`src/rtl/multicycle_ctrl.sv`:
```
// multicycle_ctrl: Moore main controller for the multicycle MIPS-style core.
// It sequences fetch, decode, execute and writeback.
// It handles memory wait states in FETCH, MEMRD and MEMWR.
// It has an optional BNE mode and a sticky illegal-opcode trap.
//
// Ports
//   clk        clock, all state changes on the rising edge
//   reset      synchronous, active-high
//   op         opcode from the instruction register
//   mem_ready  memory completes the current access this cycle
//   pcwrite, irwrite, regwrite, memwrite, branch, branch_ne   datapath strobes
//   iord, alusrca, regdst, memtoreg                            mux selects
//   alusrcb    00 reg B, 01 const 4, 10 signimm, 11 signimm<<2
//   pcsrc      00 ALU result, 01 ALUOut, 10 jump target
//   aluop      00 add, 01 sub, 10 funct-decoded
//   illegal    sticky trap flag
//   state_o    current state (debug)
module multicycle_ctrl #(
    parameter int unsigned            OP_W     = 3,
    parameter logic [OP_W-1:0]        OP_RTYPE = OP_W'(0),
    parameter logic [OP_W-1:0]        OP_LW    = OP_W'(1),
    parameter logic [OP_W-1:0]        OP_SW    = OP_W'(2),
    parameter logic [OP_W-1:0]        OP_BEQ   = OP_W'(3),
    parameter logic [OP_W-1:0]        OP_ADDI  = OP_W'(4),
    parameter logic [OP_W-1:0]        OP_J     = OP_W'(5),
    parameter logic [OP_W-1:0]        OP_BNE   = OP_W'(6),
    parameter bit                     EN_BNE   = 1'b1
) (
    input  logic            clk,
    input  logic            reset,
    input  logic [OP_W-1:0] op,
    input  logic            mem_ready,
    output logic            pcwrite,
    output logic            irwrite,
    output logic            regwrite,
    output logic            memwrite,
    output logic            branch,
    output logic            branch_ne,
    output logic            iord,
    output logic            alusrca,
    output logic            regdst,
    output logic            memtoreg,
    output logic [1:0]      alusrcb,
    output logic [1:0]      pcsrc,
    output logic [1:0]      aluop,
    output logic            illegal,
    output logic [3:0]      state_o
);

    localparam logic [3:0] FETCH  = 4'd0;
    localparam logic [3:0] DECODE = 4'd1;
    localparam logic [3:0] MEMADR = 4'd2;
    localparam logic [3:0] MEMRD  = 4'd3;
    localparam logic [3:0] MEMWB  = 4'd4;
    localparam logic [3:0] MEMWR  = 4'd5;
    localparam logic [3:0] EXEC   = 4'd6;
    localparam logic [3:0] ALUWB  = 4'd7;
    localparam logic [3:0] BRANCH = 4'd8;
    localparam logic [3:0] ADDIEX = 4'd9;
    localparam logic [3:0] ADDIWB = 4'd10;
    localparam logic [3:0] JUMP   = 4'd11;
    localparam logic [3:0] TRAP   = 4'd15;

    logic [3:0] state_q, state_d;
    logic       illegal_q;
    logic [3:0] out_state;
    logic       is_bne;

    // BNE is only recognised when the mode is enabled; otherwise it traps.
    assign is_bne = EN_BNE && (op == OP_BNE);

    always_comb begin
        state_d = state_q;
        case (state_q)
            FETCH:  if (mem_ready) state_d = DECODE;
            DECODE: begin
                if (op == OP_LW || op == OP_SW)       state_d = MEMADR;
                else if (op == OP_RTYPE)              state_d = EXEC;
                else if (op == OP_BEQ || is_bne)      state_d = BRANCH;
                else if (op == OP_ADDI)               state_d = ADDIEX;
                else if (op == OP_J)                  state_d = JUMP;
                else                                  state_d = TRAP;
            end
            // op is still held by the IR, so it selects load vs store here.
            MEMADR: state_d = (op == OP_SW) ? MEMWR : MEMRD;
            MEMRD:  if (mem_ready) state_d = MEMWB;
            MEMWB:  state_d = FETCH;
            MEMWR:  if (mem_ready) state_d = FETCH;
            EXEC:   state_d = ALUWB;
            ALUWB:  state_d = FETCH;
            BRANCH: state_d = FETCH;
            ADDIEX: state_d = ADDIWB;
            ADDIWB: state_d = FETCH;
            JUMP:   state_d = FETCH;
            TRAP:   state_d = TRAP;
            default: state_d = FETCH;
        endcase
    end

    always_ff @(posedge clk) begin
        if (reset) begin
            state_q   <= FETCH;
            illegal_q <= 1'b0;
        end else begin
            state_q   <= state_d;
            // TRAP is only left by reset, so this stays set once taken.
            illegal_q <= (state_d == TRAP);
        end
    end

    // During reset the selects show FETCH values and every strobe is held low.
    assign out_state = reset ? FETCH : state_q;

    always_comb begin
        pcwrite   = 1'b0;
        irwrite   = 1'b0;
        regwrite  = 1'b0;
        memwrite  = 1'b0;
        branch    = 1'b0;
        branch_ne = 1'b0;
        iord      = 1'b0;
        alusrca   = 1'b0;
        regdst    = 1'b0;
        memtoreg  = 1'b0;
        alusrcb   = 2'b00;
        pcsrc     = 2'b00;
        aluop     = 2'b00;
        case (out_state)
            FETCH: begin
                alusrcb = 2'b01;
                irwrite = mem_ready;
                pcwrite = mem_ready;
            end
            DECODE: alusrcb = 2'b11;
            MEMADR: begin
                alusrca = 1'b1;
                alusrcb = 2'b10;
            end
            MEMRD:  iord = 1'b1;
            MEMWB: begin
                regwrite = 1'b1;
                memtoreg = 1'b1;
            end
            MEMWR: begin
                iord     = 1'b1;
                memwrite = 1'b1;
            end
            EXEC: begin
                alusrca = 1'b1;
                aluop   = 2'b10;
            end
            ALUWB: begin
                regwrite = 1'b1;
                regdst   = 1'b1;
            end
            BRANCH: begin
                alusrca   = 1'b1;
                aluop     = 2'b01;
                pcsrc     = 2'b01;
                branch    = (op == OP_BEQ);
                branch_ne = is_bne;
            end
            ADDIEX: begin
                alusrca = 1'b1;
                alusrcb = 2'b10;
            end
            ADDIWB: regwrite = 1'b1;
            JUMP: begin
                pcsrc   = 2'b10;
                pcwrite = 1'b1;
            end
            default: ;
        endcase
        if (reset) begin
            pcwrite   = 1'b0;
            irwrite   = 1'b0;
            regwrite  = 1'b0;
            memwrite  = 1'b0;
            branch    = 1'b0;
            branch_ne = 1'b0;
        end
    end

    assign illegal = illegal_q;
    assign state_o = state_q;

endmodule

```
`config.mk`:
```
export PLATFORM = sky130hd
export DESIGN_NAME = multicycle_ctrl
export DESIGN_NICKNAME = d
export VERILOG_FILES = /design/src/rtl/multicycle_ctrl.sv
export SDC_FILE = /design/constraint.sdc
export NUM_CORES = 1
export LEC_CHECK = 0
export BUFFER_PORTS_ARGS = -buffer_cell sky130_fd_sc_hd__buf_2
export CELL_PAD_IN_SITES_DETAIL_PLACEMENT = 1
export CELL_PAD_IN_SITES_GLOBAL_PLACEMENT = 2
export CORE_UTILIZATION = 26
export DETAILED_ROUTE_END_ITERATION = 8
export PLACE_DENSITY_LB_ADDON = 0.3
export SYNTH_ARGS = -nofsm -noshare
export SYNTH_HDL_FRONTEND = slang
export SYNTH_SLANG_ARGS = --single-unit
```
`constraint.sdc`:
```
create_clock -name clk -period 1.8 [get_ports clk]
set_input_delay 0.09 -clock clk [delete_from_list [all_inputs] [get_ports clk]]
set_output_delay 0.09 -clock clk [all_outputs]
set_load 0.02 [all_outputs]
```
; Word level (Yosys, flattened, before mapping)
; Index checks and enable logic that the tools add are counted.
[totals]
ff_bits = 5
elab_cells = 66
inputBits = 6
output_inout_bits = 21
[classes]
n_reduce_logical = 9
n_eq_ne = 25
mux = 30
[op_table]
columns = operator, n
row1 = one-hot mux 4 bit (8 select lines), 1
row2 = == test 4 bit (second input constant), 7
row3 = == test 4 x 3 -> 1 bit (second input constant), 6
row4 = 2-to-1 mux 4 bit, 6
row5 = == test 4 x 2 -> 1 bit (second input constant), 4
row6 = 2-to-1 mux 1 bit, 15
row7 = 2-to-1 mux 3 bit, 4
row8 = == test 3 bit (second input constant), 3
row9 = == test 4 x 1 -> 1 bit (second input constant), 2
row10 = zero test 4 bit, 2
row11 = one-hot mux 2 bit (2 select lines), 2
row12 = == test 3 x 2 -> 1 bit (second input constant), 2
row13 = one-hot mux 2 bit (3 select lines), 1
row14 = OR reduction 2 bit, 2
row15 = OR reduction 4 bit, 1
row16 = == test 3 x 1 -> 1 bit (second input constant), 1
row17 = zero test 3 bit, 1
row18 = OR reduction 3 bit, 1
row19 = logical OR 1 bit, 2
row20 = one-hot mux 1 bit (2 select lines), 1

; Logic depth before layout (Yosys ltp)
[logic_depth]
word_depth = 8
ltp_mapped = 6
mapped_depth_nobuf = 4

; Least setup slack after synthesis
; No wires, ideal clock.
[synth_path]
path_type = register -> output
start = register state_q[1], in the netlist state_o[1]
end = output iord
required_ns = 1.710
path_slack_ns = 0.029
t_arrival_ns = 1.681
n_path_buf = 2
stages_incl_launch_ff = 5
cell_sequence = dfxtp_1 buf_2 buf_2 xnor2_1 nor4b_1
[synth_between]
elab_chain_len = 4
elab_cells_between_ends = 5
classes_between = 2 x eq/ne / 2 x mux / 1 x reduce/logical
[synth_rtl]
columns = item, line_no
row1 = "start, declared", 64  ; logic [3:0] state_q, state_d;
row2 = "start signal, assigned", 105  ; state_q <= state_d;
row3 = 2-to-1 mux 4 bit *, 112  ; assign out_state = reset ? FETCH : state_q;
row4 = == test 4 x 3 -> 1 bit or == test 4 x 2 -> 1 bit (tied branches), 128  ; case (out_state)
row5 = OR reduction 2 bit (no line) *, n/a
row6 = 2-to-1 mux 1 bit *, 128
row7 = "end, declared", 39  ; output logic iord,
; Mark *: on every way between the ends. The rest lies on a longest branch, timed or not.

; Worst setup path after layout
[layout_path]
start = register state_q[3], in the netlist state_o[3]
end = output aluop[1]
[layout_between]
elab_chain_len = 3
elab_cells_between_ends = 4
classes_between = 2 x eq/ne / 2 x mux
[layout_rtl]
columns = item, line_no
row1 = 2-to-1 mux 4 bit *, 112
row2 = == test 4 bit or == test 4 x 3 -> 1 bit (tied branches), 128
row3 = one-hot mux 2 bit (2 select lines) *, 128
row4 = "end, declared", 45  ; output logic [1:0] aluop,
; Marks and branches as above.

==> impl_results.md <==
* CTS tree: done
* Global-route wire length before repair at 3300 µm
* Root Buffer: clkbuf_4
* Via count at 714
* Post-synthesis cell count at 83
* Post-Route WL at 1880 µm
* Clock Pin Slew Worst Setup and Hold Paths at 0.05 ns
* Syn nets at 89
* Reg2reg start: state_o[3]
* MaxCap Viol Count at 0
* Skew final at 0.00538 ns
* Post-synthesis simple-gate area fraction at 40.9%
* Post-DP HPWL at 1420 µm
* Clock buffer depth at 2
* Routed Antenna Nets at 0
* Netlist cell types at 44
* Met1 wire length at 927 µm
* DRC viols at 0
* Worst R2R Path Depth at 4
* Final Cell Area at 793 µm²
* Period minus WS final at 1.72 ns
* Met3 wire length at 76 µm
* Synth Area in XOR/XNOR at 1.39%
* Antenna violations before repair at 0
* Power Dens Cells at 762 nW/µm²
* RSZ-0062 raised after global routing: false
* Crit-path max FO at 14
* Mapped Avg Cell Area at 7.60 µm²
* Gpl congestion at 0.774
* Leak at 0.348 nW
* Register Area at 105 µm²
* Synth top area share at 15.9%
* Seq/Total Area, Yosys at 15.9%
* Clk Latency, worst-skew pair at 0.24 ns
* DRT iter0 DRCs at 3
* R2R setup slack at 0.45 ns
* CP top delay family: simple AND/OR/NAND/NOR gates
* Ports at 27
* Crit path launch: state_o[3]
* Area Overhead vs Synth at 25.8%
* Peak supply drop at 0.420 mV
* Critical path arrival at 1.63 ns
* Worst Hold Class: primary input to flop
* CP Capture Type: output port
* Hold_buf cts at 0
* Starting Density at 28.0%
* Die Y-Extent at 51.3 µm
* Top Metal Used: met3
* Layout cells sized above 1 at 44.0%
* Final Max Slew Viols at 0
* Worst path bufs/invs at 2
* Fmax at 0.583 GHz
* Final setup TNS at 0 ns
* Setup CP Type: flop to output port
* Port Buf Inserts at 26
* Instance count on the critical path at 4
* GRT Overall Usage at 16.5%
* DRT Pass-1 Iters at 4
* Finish-stage setup viols at 0
* WL/cell at 13.7 µm
* CORE AREA at 2250 µm²
* Area occupied by multi-input gates at 448 µm²
* Die W at 51.3 µm
* Largest net degree at the start of global routing at 16
* Worst EP required at 1.71 ns
* Setup crit start kind: flop
* Ranking of synthesized cells by area: dfxtp_1 (16%), nor2_1 (5.4%), buf_6 (5.4%), a211oi_1 (4.8%), nand2b_1 (4.0%)
* Nets@finish at 116
* CTS buffer count at 3
* Slowest CP cell: dfxtp_2
* Mapped cell area at 631 µm²
* YS warnings at 0
* Worst r2r dst: illegal
* Grt ovf at 0
* Synth Register Bits at 5
* Slew Limit Headroom at 75.6%
* Status: finished, final reports clean
* Fill cell total of the finished layout at 306
* DR vias/cell at 5.21
* Post-synth top area cell: dfxtp_1
* Crit path capture: aluop[1]
* CP cell instances: buf_4, or3_4, nor3b_1, buf_2
* Fraction of synthesized area in multiplexers at 1.79%
* Die area at 2630 µm²
* CTS H-tree lvls at 1
* Cell Area, Placed at 762 µm²
* Row count at 17
* Clk sinks at 5
* Compound-Gate Fraction of Synth Area at 27.0%
* Min-Delay Startpoint: reset
* Share of the clock period used by the worst path at 95.4%
* CP max stage delay at 0.40 ns
* Adder-Cell Fraction of Synth Area at 0%
* Main combinational cell family by area after synthesis: simple AND/OR/NAND/NOR gates
* Fin. Hold Viols at 0
* ANT cells at 0
* Vias in the first global route at 713
* Metal2 WL at 872 µm
* Slew @ Worst Pin at 0.364 ns
state kept, by name, summed over array words and instances, names as in the netlist:
signal	count
state_o	4
illegal	1
synthesized netlist by cell type:
cell	n
and3_2	1
clkbuf_1	1
mux2_2	1
buf_4	1
xnor2_1	1
a21o_1	1
a211oi_1	4
nor3_2	1
o211ai_1	3
buf_6	3
nor4_1	2
nor4b_1	1
nor3_1	3
or3_1	1
o22ai_1	1
inv_1	1
a221oi_2	1
a21oi_1	3
a41o_1	1
or2_2	1
nand4_1	1
buf_2	4
o31a_1	1
o21a_1	1
nand2_1	5
nand3b_1	1
o21bai_1	1
nand3_1	3
nor3b_2	1
a211oi_2	1
or3_4	2
or3b_1	1
or2_1	1
a311oi_1	1
o2bb2ai_1	1
nand2b_1	4
nor3b_1	1
dfxtp_1	5
nor2b_1	2
o21ai_0	2
nor2_1	9
or2b_1	1
and2b_1	1
clkbuf_8	1
metal layers:
layer  GRT usage, %  vias to the layer above
li1               -                      356
met1           22.2                      342
met2           27.0                       16
met3           2.98                        0
met4           4.05                        0
met5              0                        -
worst min path at each step:
stage	end	cells past startpoint	slack (ns)
global route	state_o[3]	2	0.19
floorplan	branch	2	0.33
global placement	state_o[3]	2	0.45
detailed placement	state_o[3]	2	0.44
finish	state_o[3]	2	0.18
CTS	state_o[3]	2	0.18
report_power, final:
part           switching, W  internal, W
sequential        0.0000500     0.000127
clock             0.0000478    0.0000840
combinational      0.000169     0.000126
total              0.000267     0.000337
through the flow:
step                      total power (W)  utilization (%)  setup slack, ns  std cells  hold slack [ns]
after floorplan                  0.000393                -           0.0292         83            0.326
after global placement           0.000471             33.8            0.279        133            0.449
after detailed placement         0.000472             33.8            0.220        133            0.439
after CTS                        0.000610             35.0           0.0198        137            0.175
after global routing             0.000659             35.2         0.000449        137            0.189
final                            0.000604             35.2           0.0836        137            0.179
cell usage in the layout (no fill, tap or decap), types with 3 or more instances in the layout:
cell / Yosys / final
buf_2: 4 / 26
nand2b_1: 4 / 4
nor3_1: 3 / 3
clkbuf_4: 0 / 3
a211oi_1: 4 / 4
nand2_1: 5 / 5
a21oi_1: 3 / 3
buf_4: 1 / 6
dfxtp_2: 0 / 4
o211ai_1: 3 / 3
nor2_1: 9 / 9
nand3_1: 3 / 3
logic make-up after synthesis:
| kind of cell | after synthesis |
|---|---|
| compound gates | 22 |
| xor+xnor | 1 |
| buf+inv | 11 |
| flops | 5 |
| mux | 1 |
| simple gates | 43 |
repair_timing:
item | 4_1_cts | 5_1_grt
gates resized for setup | 1 | 3
buffers inserted | 0 | 0
endpoints found under the setup margin | 1 | 9
worst reg2reg max path, delay by kind of cell, from the launching register on:
family / cells / cell delay, ns
DFF: 1 / 0.49
AOI/OAI and AO/OA: 2 / 0.42
and+or+nand+nor: 2 / 0.31
cell type report:
| class | instances | share of cell area [%] |
|---|---|---|
| clock buffer | 4 | 3.31 |
| inverter | 1 | 0.473 |
| multi-input combinational | 67 | 56.5 |
| sequential | 5 | 13.2 |
| tap | 28 | 4.42 |
| timing repair buffer | 32 | 22.1 |
(Power assumes the default switching activity.)
